$ cat src/rtl/serial_a_paralelo_pkg.sv
// serial_a_paralelo_pkg: shared PCIe physical-layer constants and the receiver alignment state encoding.
package serial_a_paralelo_pkg;
    typedef enum logic [1:0] {SEARCH, ALIGN, LOCKED} state_e;
    localparam logic [7:0] COM_SYMBOL_DEF = 8'hBC;
    localparam int         LOCK_COUNT_DEF = 4;
    localparam logic [7:0] TX_IDLE        = COM_SYMBOL_DEF;
endpackage

$ cat src/rtl/serial_a_paralelo_com_detect.sv
// com_detect: flags when the incoming shift-register value equals the comma symbol.
module com_detect
    import serial_a_paralelo_pkg::*;
#(
    parameter logic [7:0] COM_SYMBOL = COM_SYMBOL_DEF
) (
    input  logic [7:0] sr_next_i,
    output logic       is_com_o
);
    assign is_com_o = (sr_next_i == COM_SYMBOL);
endmodule

$ cat src/rtl/serial_a_paralelo.sv
// serial_a_paralelo: aligns an MSB-first serial stream on comma bytes and emits the decoded data bytes.
module serial_a_paralelo
    import serial_a_paralelo_pkg::*;
#(
    parameter logic [7:0] COM_SYMBOL = COM_SYMBOL_DEF,
    parameter int         LOCK_COUNT = LOCK_COUNT_DEF
) (
    input  logic       clk32f,
    input  logic       reset,
    input  logic       in,
    output logic [7:0] out,
    output logic       out_valid,
    output logic       byte_strobe,
    output logic       active
);
    localparam int CW = $clog2(LOCK_COUNT + 1);
    typedef logic [CW-1:0] cnt_t;

    state_e     state_q, state_d;
    logic [7:0] sr_q, sr_d;
    logic [2:0] bit_cnt_q, bit_cnt_d;
    cnt_t       com_cnt_q, com_cnt_d, com_inc;
    logic [7:0] out_q, out_d;
    logic       valid_q, valid_d;
    logic       strobe_q, strobe_d;
    logic       active_q, active_d;
    logic       is_com, boundary;

    assign sr_d     = {sr_q[6:0], in};
    assign boundary = (bit_cnt_q == 3'd7);
    assign com_inc  = com_cnt_q + cnt_t'(1);

    com_detect #(.COM_SYMBOL(COM_SYMBOL)) u_com_detect (
        .sr_next_i(sr_d),
        .is_com_o (is_com)
    );

    always_comb begin
        state_d   = state_q;
        bit_cnt_d = bit_cnt_q + 3'd1;
        com_cnt_d = com_cnt_q;
        out_d     = out_q;
        valid_d   = valid_q;
        strobe_d  = 1'b0;
        active_d  = active_q;
        case (state_q)
            SEARCH: begin
                bit_cnt_d = '0;
                if (is_com) begin
                    state_d   = ALIGN;
                    com_cnt_d = cnt_t'(1);
                end
            end
            ALIGN: begin
                // A failed boundary drops back to SEARCH without re-testing this cycle's window
                if (boundary && is_com) begin
                    com_cnt_d = com_inc;
                    if (com_inc == cnt_t'(LOCK_COUNT)) begin
                        state_d  = LOCKED;
                        active_d = 1'b1;
                    end
                end else if (boundary) begin
                    state_d   = SEARCH;
                    com_cnt_d = '0;
                end
            end
            LOCKED: begin
                if (boundary) begin
                    strobe_d = 1'b1;
                    valid_d  = !is_com;
                    out_d    = is_com ? out_q : sr_d;
                end
            end
            default: state_d = SEARCH;
        endcase
    end

    always_ff @(posedge clk32f or posedge reset) begin
        if (reset) begin
            state_q   <= SEARCH;
            sr_q      <= '0;
            bit_cnt_q <= '0;
            com_cnt_q <= '0;
            out_q     <= '0;
            valid_q   <= 1'b0;
            strobe_q  <= 1'b0;
            active_q  <= 1'b0;
        end else begin
            state_q   <= state_d;
            sr_q      <= sr_d;
            bit_cnt_q <= bit_cnt_d;
            com_cnt_q <= com_cnt_d;
            out_q     <= out_d;
            valid_q   <= valid_d;
            strobe_q  <= strobe_d;
            active_q  <= active_d;
        end
    end

    assign out         = out_q;
    assign out_valid   = valid_q;
    assign byte_strobe = strobe_q;
    assign active      = active_q;
endmodule

$ cat config.mk
export PLATFORM = sky130hd
export DESIGN_NAME = serial_a_paralelo
export DESIGN_NICKNAME = d
export VERILOG_FILES = /design/src/rtl/serial_a_paralelo_pkg.sv /design/src/rtl/serial_a_paralelo_com_detect.sv /design/src/rtl/serial_a_paralelo.sv
export SDC_FILE = /design/constraint.sdc
export NUM_CORES = 1
export LEC_CHECK = 0
export ABC_AREA = 1
export BUFFER_PORTS_ARGS = -buffer_cell sky130_fd_sc_hd__buf_2
export CORE_UTILIZATION = 48
export CTS_BUF_LIST = sky130_fd_sc_hd__clkbuf_8 sky130_fd_sc_hd__clkbuf_16
export DETAILED_ROUTE_END_ITERATION = 7
export GPL_TIMING_DRIVEN = 1
export PLACE_DENSITY_LB_ADDON = 0.12
export SYNTH_ARGS = -nofsm -noshare
export SYNTH_HDL_FRONTEND = slang
export SYNTH_HIERARCHICAL = 1
export SYNTH_SLANG_ARGS = --single-unit
$ cat constraint.sdc
create_clock -name clk32f -period 4 [get_ports clk32f]
set_input_delay 0.4 -clock clk32f [delete_from_list [all_inputs] [get_ports clk32f]]
set_output_delay 0.4 -clock clk32f [all_outputs]
set_load 0.03 [all_outputs]
==> results of run 1 <==
## worst paths after layout
path	startpoint	to	slack, ns	cells after the start
setup / recovery	bit_cnt_q[0]$_DFF_PP0_	com_cnt_q[0]$_DFFE_PP0P_	2.43	8
hold / removal	in	sr_q[0]$_DFF_PP0_	0.27	1
setup reg to reg	bit_cnt_q[0]$_DFF_PP0_	com_cnt_q[0]$_DFFE_PP0P_	2.43	8
hold reg to reg	sr_q[0]$_DFF_PP0_	sr_q[1]$_DFF_PP0_	0.41	0
max in group asynchronous	reset	com_cnt_q[2]$_DFFE_PP0P_	3.08	2
min in group asynchronous	reset	sr_q[6]$_DFF_PP0_	0.34	2
## synth_stat cells (all sizes together)
library cell | instances | share of area (%)
nand2 | 35 | 13
ha | 4 | 4.6
o21ai | 4 | 1.9
nor2 | 15 | 7.9
nor3 | 1 | 1.5
inv | 14 | 4.9
nand3 | 13 | 6.0
dfrtp | 26 | 60
## cell type report
class	instances	area, um2	area share (%)
sequential	26	651	52.8
multi-input combinational	72	375	30.5
timing repair buffer	13	65.1	5.28
clock buffer	4	55.1	4.47
inverter	14	52.6	4.26
tap	27	33.8	2.74
## state kept, by name, indices dropped and copies added (netlist names)
register     cells
com_cnt_q        3
out_valid        1
byte_strobe      1
out              8
active           1
sr_q             7
bit_cnt_q        3
state_q          2
## metrics by stage
step	util (%)	setup slack [ns]	hold WS [ns]	cells	cell area, um2
floorplan	-	2.61	0.374	112	1080
global placement	57.7	2.44	0.380	152	1180
detailed placement	57.7	2.40	0.386	152	1180
CTS	60.4	2.41	0.262	156	1230
global route	60.4	2.34	0.257	156	1230
finish	60.4	2.43	0.268	156	1230
## worst max-delay path, delay by kind of cell, from the launching register on
kind / cells / cell delay, ns
adder cells (fa/ha/maj): 2 / 0.42
buffers and inverters: 1 / 0.18
flip-flops: 1 / 0.39
AND/OR/NAND/NOR: 5 / 0.48
## cells by family after synthesis
kind of cell | Yosys count | share of synthesized area [%]
simple gates | 64 | 28.3
flops | 26 | 60.3
buf+inv | 14 | 4.87
compound gates | 4 | 1.86
fa+ha+maj | 4 | 4.64
## layer usage
layer	part of all wire, %	up-vias	track usage [%]
li1	-	382	-
met2	51	6	28.8
met3	1.7	2	2.80
met4	0.73	0	4.29
met5	0	-	0
met1	46	363	20.2
## report_power, final
group / switching [mW] / internal (mW) / total [mW]
Combinational: 0.0188 / 0.00617 / 0.0250
Sequential: 0.00478 / 0.271 / 0.275
Clock: 0.0771 / 0.0878 / 0.165
Total: 0.101 / 0.364 / 0.465
==> flow_metrics.py, run 1 <==
metrics = {
    "sta": {
        "skew_ns": 0.00605,
        "timing_max_transition_violations_final": 0,
        "max_slew_margin_pct": 36.8,
        "layout_min_cycle_time_ns": 1.57,
        "fin_setup_tns_ns": 0,
        "grt_setup_unrepaired": "no",
        "max_freq_ghz": 0.635,
        "timing_worst_slew_pin_value_ns": 0.946,
        "finalSetupViolations": 0,
        "timing.final.crit_share_pct": 39.4,
        "final_hold_viol_count": 0,
    },
    "global_routing": {
        "track_usage_pct": 16.2,
        "grt_first_pass_wirelength_um": 2990,
        "grt_max_degree": 27,
        "first_global_vias": 701,
        "global_route.overflow_total": 0,
        "antenna_found_initial": 0,
    },
    "worst_setup_path": {
        "path_class": "register to register",
        "critical_path.most_common_cell": "sky130_fd_sc_hd__nor2_1",
        "cpPeakStageDelay_ns": 0.39,
        "crit_path_max_fanout": 4,
        "crit_required_ns": 4.16,
        "crit_arrival_ns": 1.73,
        "critPathCaptureType": "register",
        "cpMaxStageDelayCell": "sky130_fd_sc_hd__dfrtp_1",
        "crit_chain": "ha_1 > ha_1 > inv_1 > nand3_1 > nand2_1 > nor2_1 > nor2_1 > nor2_1",
        "setup.worst_path.start_class": "register",
    },
    "finish": {
        "fill_cells": 183,
        "mostFrequentLayoutCell": "sky130_fd_sc_hd__nand2_1",
        "drive_above_1_share_pct": 20.2,
        "antenna_cells_inserted": 0,
        "number_of_nets_in_the_layout": 137,
        "syn_to_final_growth_pct": 14.3,
        "most-common-layout-cells": "sky130_fd_sc_hd__nand2_1, sky130_fd_sc_hd__dfrtp_1, sky130_fd_sc_hd__nand3_1, sky130_fd_sc_hd__buf_2",
    },
    "placed_design": {
        "placement.io_buffers": 13,
        "gp_congestion": 0.859,
        "dp.final_hpwl_um": 1330,
    },
    "yosys": {
        "yosys_warnings": 6,
        "syn-cell-area_um2": 1080,
        "postSynthAreaPerCell_um2": 9.63,
        "synth-seq-cells": 26,
        "netlist_instances": 112,
        "synth_nets": 119,
        "synth-seq-area-share_pct": 60.3,
        "synth_cell_type_count": 14,
    },
    "die": {
        "floorplan.initialDensity_pct": 52.8,
        "die_width_um": 49.4,
        "die_height_um": 49.4,
        "core_area_um2": 2040,
        "placementRows": 16,
        "design.portCount": 14,
        "floorplan.die_area_um2": 2440,
    },
    "cts": {
        "post-cts-setup-buffer-count": 0,
        "clockBufferDepth": 2,
        "clock_tree.root_cell": "sky130_fd_sc_hd__clkbuf_8",
        "ctsHoldBuffers": 0,
        "cts_resized": 0,
        "numCtsBuffers": 3,
        "clock_sinks": 26,
        "ctsHtreeMaxLevel": 1,
        "cts_tree": "done",
        "clock_insertion_delay_worst_skew_ns": 0.26,
        "clk_pin_slew_worst_paths_ns": 0.09,
    },
    "power_and_ir_drop": {
        "p_leak_nw": 0.655,
        "powerDensity_nw_per_um2": 377,
        "totalPowerFinal_mw": 0.465,
        "power.ir.vdd_worst_uv": 386,
    },
    "detailed_routing": {
        "wire_per_inst_um": 11.4,
        "firstDrtPassIters": 4,
        "drc_violation_count_after_routing": 0,
        "ant_nets": 0,
        "route.vias.total": 753,
        "vias_per_cell": 4.83,
        "postRouteWirelength_um": 1780,
        "drtIter0Drc": 18,
    },
    "outcome": {
        "run_status": "completed",
    },
    "job": {
        "drv.max_cap_violation_count": 0,
    },
    "hold_path": {
        "timing.hold.worst.class": "primary input to register",
    },
}
Power figures use the tool's default switching activity.
==> run 2, diff against run 1 <==
Clock period 4 ns to 1.4 ns, I/O delays scaled along.
==> flow_metrics.py, run 2 (same netlist as run 1, synthesis figures left out) <==
metrics = {
    "finish": {
        "stdcell_count": 169,
        "most-common-layout-cells": "sky130_fd_sc_hd__nand2_1, sky130_fd_sc_hd__dfrtp_1, sky130_fd_sc_hd__buf_2, sky130_fd_sc_hd__nand3_1",
        "syn_to_final_growth_pct": 28.0,
        "drive_above_1_share_pct": 35.2,
        "mostFrequentLayoutCell": "sky130_fd_sc_hd__nand2_1",
        "largest_register_ffs": 8,
        "antenna_cells_inserted": 0,
        "fin_util_pct": 67.6,
        "fill_cells": 175,
        "number_of_nets_in_the_layout": 151,
    },
    "detailed_routing": {
        "wire_per_inst_um": 12.0,
        "postRouteWirelength_um": 2020,
        "firstDrtPassIters": 4,
        "drtIter0Drc": 11,
        "drc_violation_count_after_routing": 0,
        "vias_per_cell": 4.88,
        "route.vias.total": 825,
        "ant_nets": 0,
    },
    "cts": {
        "clk_pin_slew_worst_paths_ns": 0.08,
        "clockBufferDepth": 2,
        "clock_insertion_delay_worst_skew_ns": 0.27,
        "cts_tree": "done",
        "numCtsBuffers": 3,
        "ctsHtreeMaxLevel": 1,
        "clock_sinks": 26,
        "clock_tree.root_cell": "sky130_fd_sc_hd__clkbuf_8",
    },
    "worst_setup_path": {
        "path_class": "register to register",
        "crit_arrival_ns": 1.52,
        "crit_required_ns": 1.56,
        "critical_path.most_common_cell": "sky130_fd_sc_hd__nand2_2",
        "cpMaxStageDelayCell": "sky130_fd_sc_hd__dfrtp_1",
        "cpPeakStageDelay_ns": 0.36,
        "timing.critical_path.buf_inv": 2,
        "critPathCaptureType": "register",
        "setup.worst_path.start_class": "register",
        "critical-path-top-delay-family": "simple AND/OR/NAND/NOR gates",
        "crit_path_max_fanout": 6,
        "crit_chain": "ha_2 > ha_4 > inv_4 > buf_6 > nor2_8 > nand2_4 > nand2_2 > nand2_2",
    },
    "global_routing": {
        "track_usage_pct": 19.1,
        "global_route.usage.met2_pct": 32.0,
        "first_global_vias": 832,
        "global_route.overflow_total": 0,
        "grt_max_degree": 27,
        "grt_use_met1_pct": 22.5,
        "busiest_layer": "met2",
        "antenna_found_initial": 0,
        "grt_first_pass_wirelength_um": 3420,
        "use_met3_pct": 3.74,
    },
    "power_and_ir_drop": {
        "power.share.switching_pct": 22.6,
        "p_int_mw": 0.997,
        "powerDensity_nw_per_um2": 934,
        "comb_power_share_pct": 7.2,
        "switching_power_of_the_nets_mw": 0.291,
        "share_of_power_burned_in_the_clock_network_pct": 31.9,
        "power.ir.vdd_worst_uv": 1220,
        "p_leak_nw": 0.709,
        "seq_power_share_pct": 61.0,
    },
    "die": {
        "floorplan.die_area_um2": 2440,
        "core_area_um2": 2040,
        "die_width_um": 49.4,
        "floorplan.initialDensity_pct": 52.8,
        "design.portCount": 14,
        "die_height_um": 49.4,
        "placementRows": 16,
    },
    "sta": {
        "skew_ns": 0.00361,
        "timing.hold.ws_ns": 0.00344,
        "finalSetupViolations": 0,
        "grt_setup_unrepaired": "yes",
        "layout_min_cycle_time_ns": 1.35,
        "max_slew_margin_pct": 78.0,
        "final_hold_viol_count": 0,
        "timing.final.crit_share_pct": 96.7,
        "timing_worst_slew_pin_value_ns": 0.330,
        "timing_max_transition_violations_final": 0,
        "max_freq_ghz": 0.739,
    },
    "placed_design": {
        "placement.io_buffers": 13,
        "dp.final_hpwl_um": 1370,
        "place_inst": 161,
        "gp_congestion": 0.728,
    },
    "job": {
        "drv.max_cap_violation_count": 0,
    },
    "outcome": {
        "run_status": "completed",
    },
    "hold_path": {
        "timing.hold.worst.class": "primary input to register",
    },
}
==> run 2: cell types whose count changed in the layout (fill, tap and decap cells not counted), sizes merged <==
| cell | change |
|---|---|
| nand2 | +1 |
| clkbuf | -1 |
| dlygate4sd3 | +1 |
| nor2 | +1 |
| buf | +11 |
==> run 2: layer usage <==
metal	vias up	routed length (um)
met2	10	1020
met4	0	52
met5	-	0
met1	401	902
li1	410	-
met3	4	47
==> run 2: worst register-to-register path: stages (launching register included) <==
cell	delay [ns]
sky130_fd_sc_hd__dfrtp_1	0.36
sky130_fd_sc_hd__ha_2	0.19
sky130_fd_sc_hd__ha_4	0.15
sky130_fd_sc_hd__inv_4	0.04
sky130_fd_sc_hd__buf_6	0.12
sky130_fd_sc_hd__nor2_8	0.17
sky130_fd_sc_hd__nand2_4	0.11
sky130_fd_sc_hd__nand2_2	0.08
sky130_fd_sc_hd__nand2_2	0.04
==> run 2: timing repair <==
action	4_1_cts	5_1_grt
hold buffers	1	0
pin swaps	1	5
buffers inserted	0	2
cloned	1	1
gates resized for setup	1	15
endpoints found under the setup margin	10	15
hold endpoints to repair	26	0
==> run 2: final cells by class <==
type	instances	area (um2)	area share, %
flip-flops and latches	26	651	47.1
inverters	14	55.1	3.99
multi-input cells	74	438	31.7
repair buffers	25	161	11.7
well taps	27	33.8	2.45
clock buffers	3	41.3	2.99
==> run 2: metrics by stage <==
stage	setup TNS, ns	setup WS, ns	area (um2)	power (mW)
final	0	0.0463	1380	1.29
after detailed placement	-0.0831	-0.0246	1240	0.886
after global placement	-0.0397	-0.00736	1240	0.884
after CTS	0	0.00853	1310	1.29
after floorplan	0	0.00684	1080	0.850
after global routing	-0.231	-0.0442	1380	1.34
==> run 2: worst paths after layout <==
kind	from	endpoint	slack (ns)	cells after the start
setup / recovery	bit_cnt_q[0]$_DFF_PP0_	out[4]$_DFFE_PP0P_	0.05	8
hold / removal	in	sr_q[0]$_DFF_PP0_	0.003	1
setup reg to reg	bit_cnt_q[0]$_DFF_PP0_	out[4]$_DFFE_PP0P_	0.05	8
hold reg to reg	sr_q[5]$_DFF_PP0_	sr_q[6]$_DFF_PP0_	0.42	0
max in group asynchronous	reset	com_cnt_q[0]$_DFFE_PP0P_	0.66	4
min in group asynchronous	reset	sr_q[1]$_DFF_PP0_	0.50	4
==> run 2: power groups by stage <==
stage / Combinational [mW] / Clock (mW) / Sequential [mW]
2_1_floorplan: 0.0251 / 0 / 0.825
3_3_place_gp: 0.0853 / 0 / 0.799
3_5_place_dp: 0.0863 / 0 / 0.800
4_1_cts: 0.0891 / 0.421 / 0.785
5_1_grt: 0.103 / 0.444 / 0.789
6_report: 0.0922 / 0.411 / 0.785
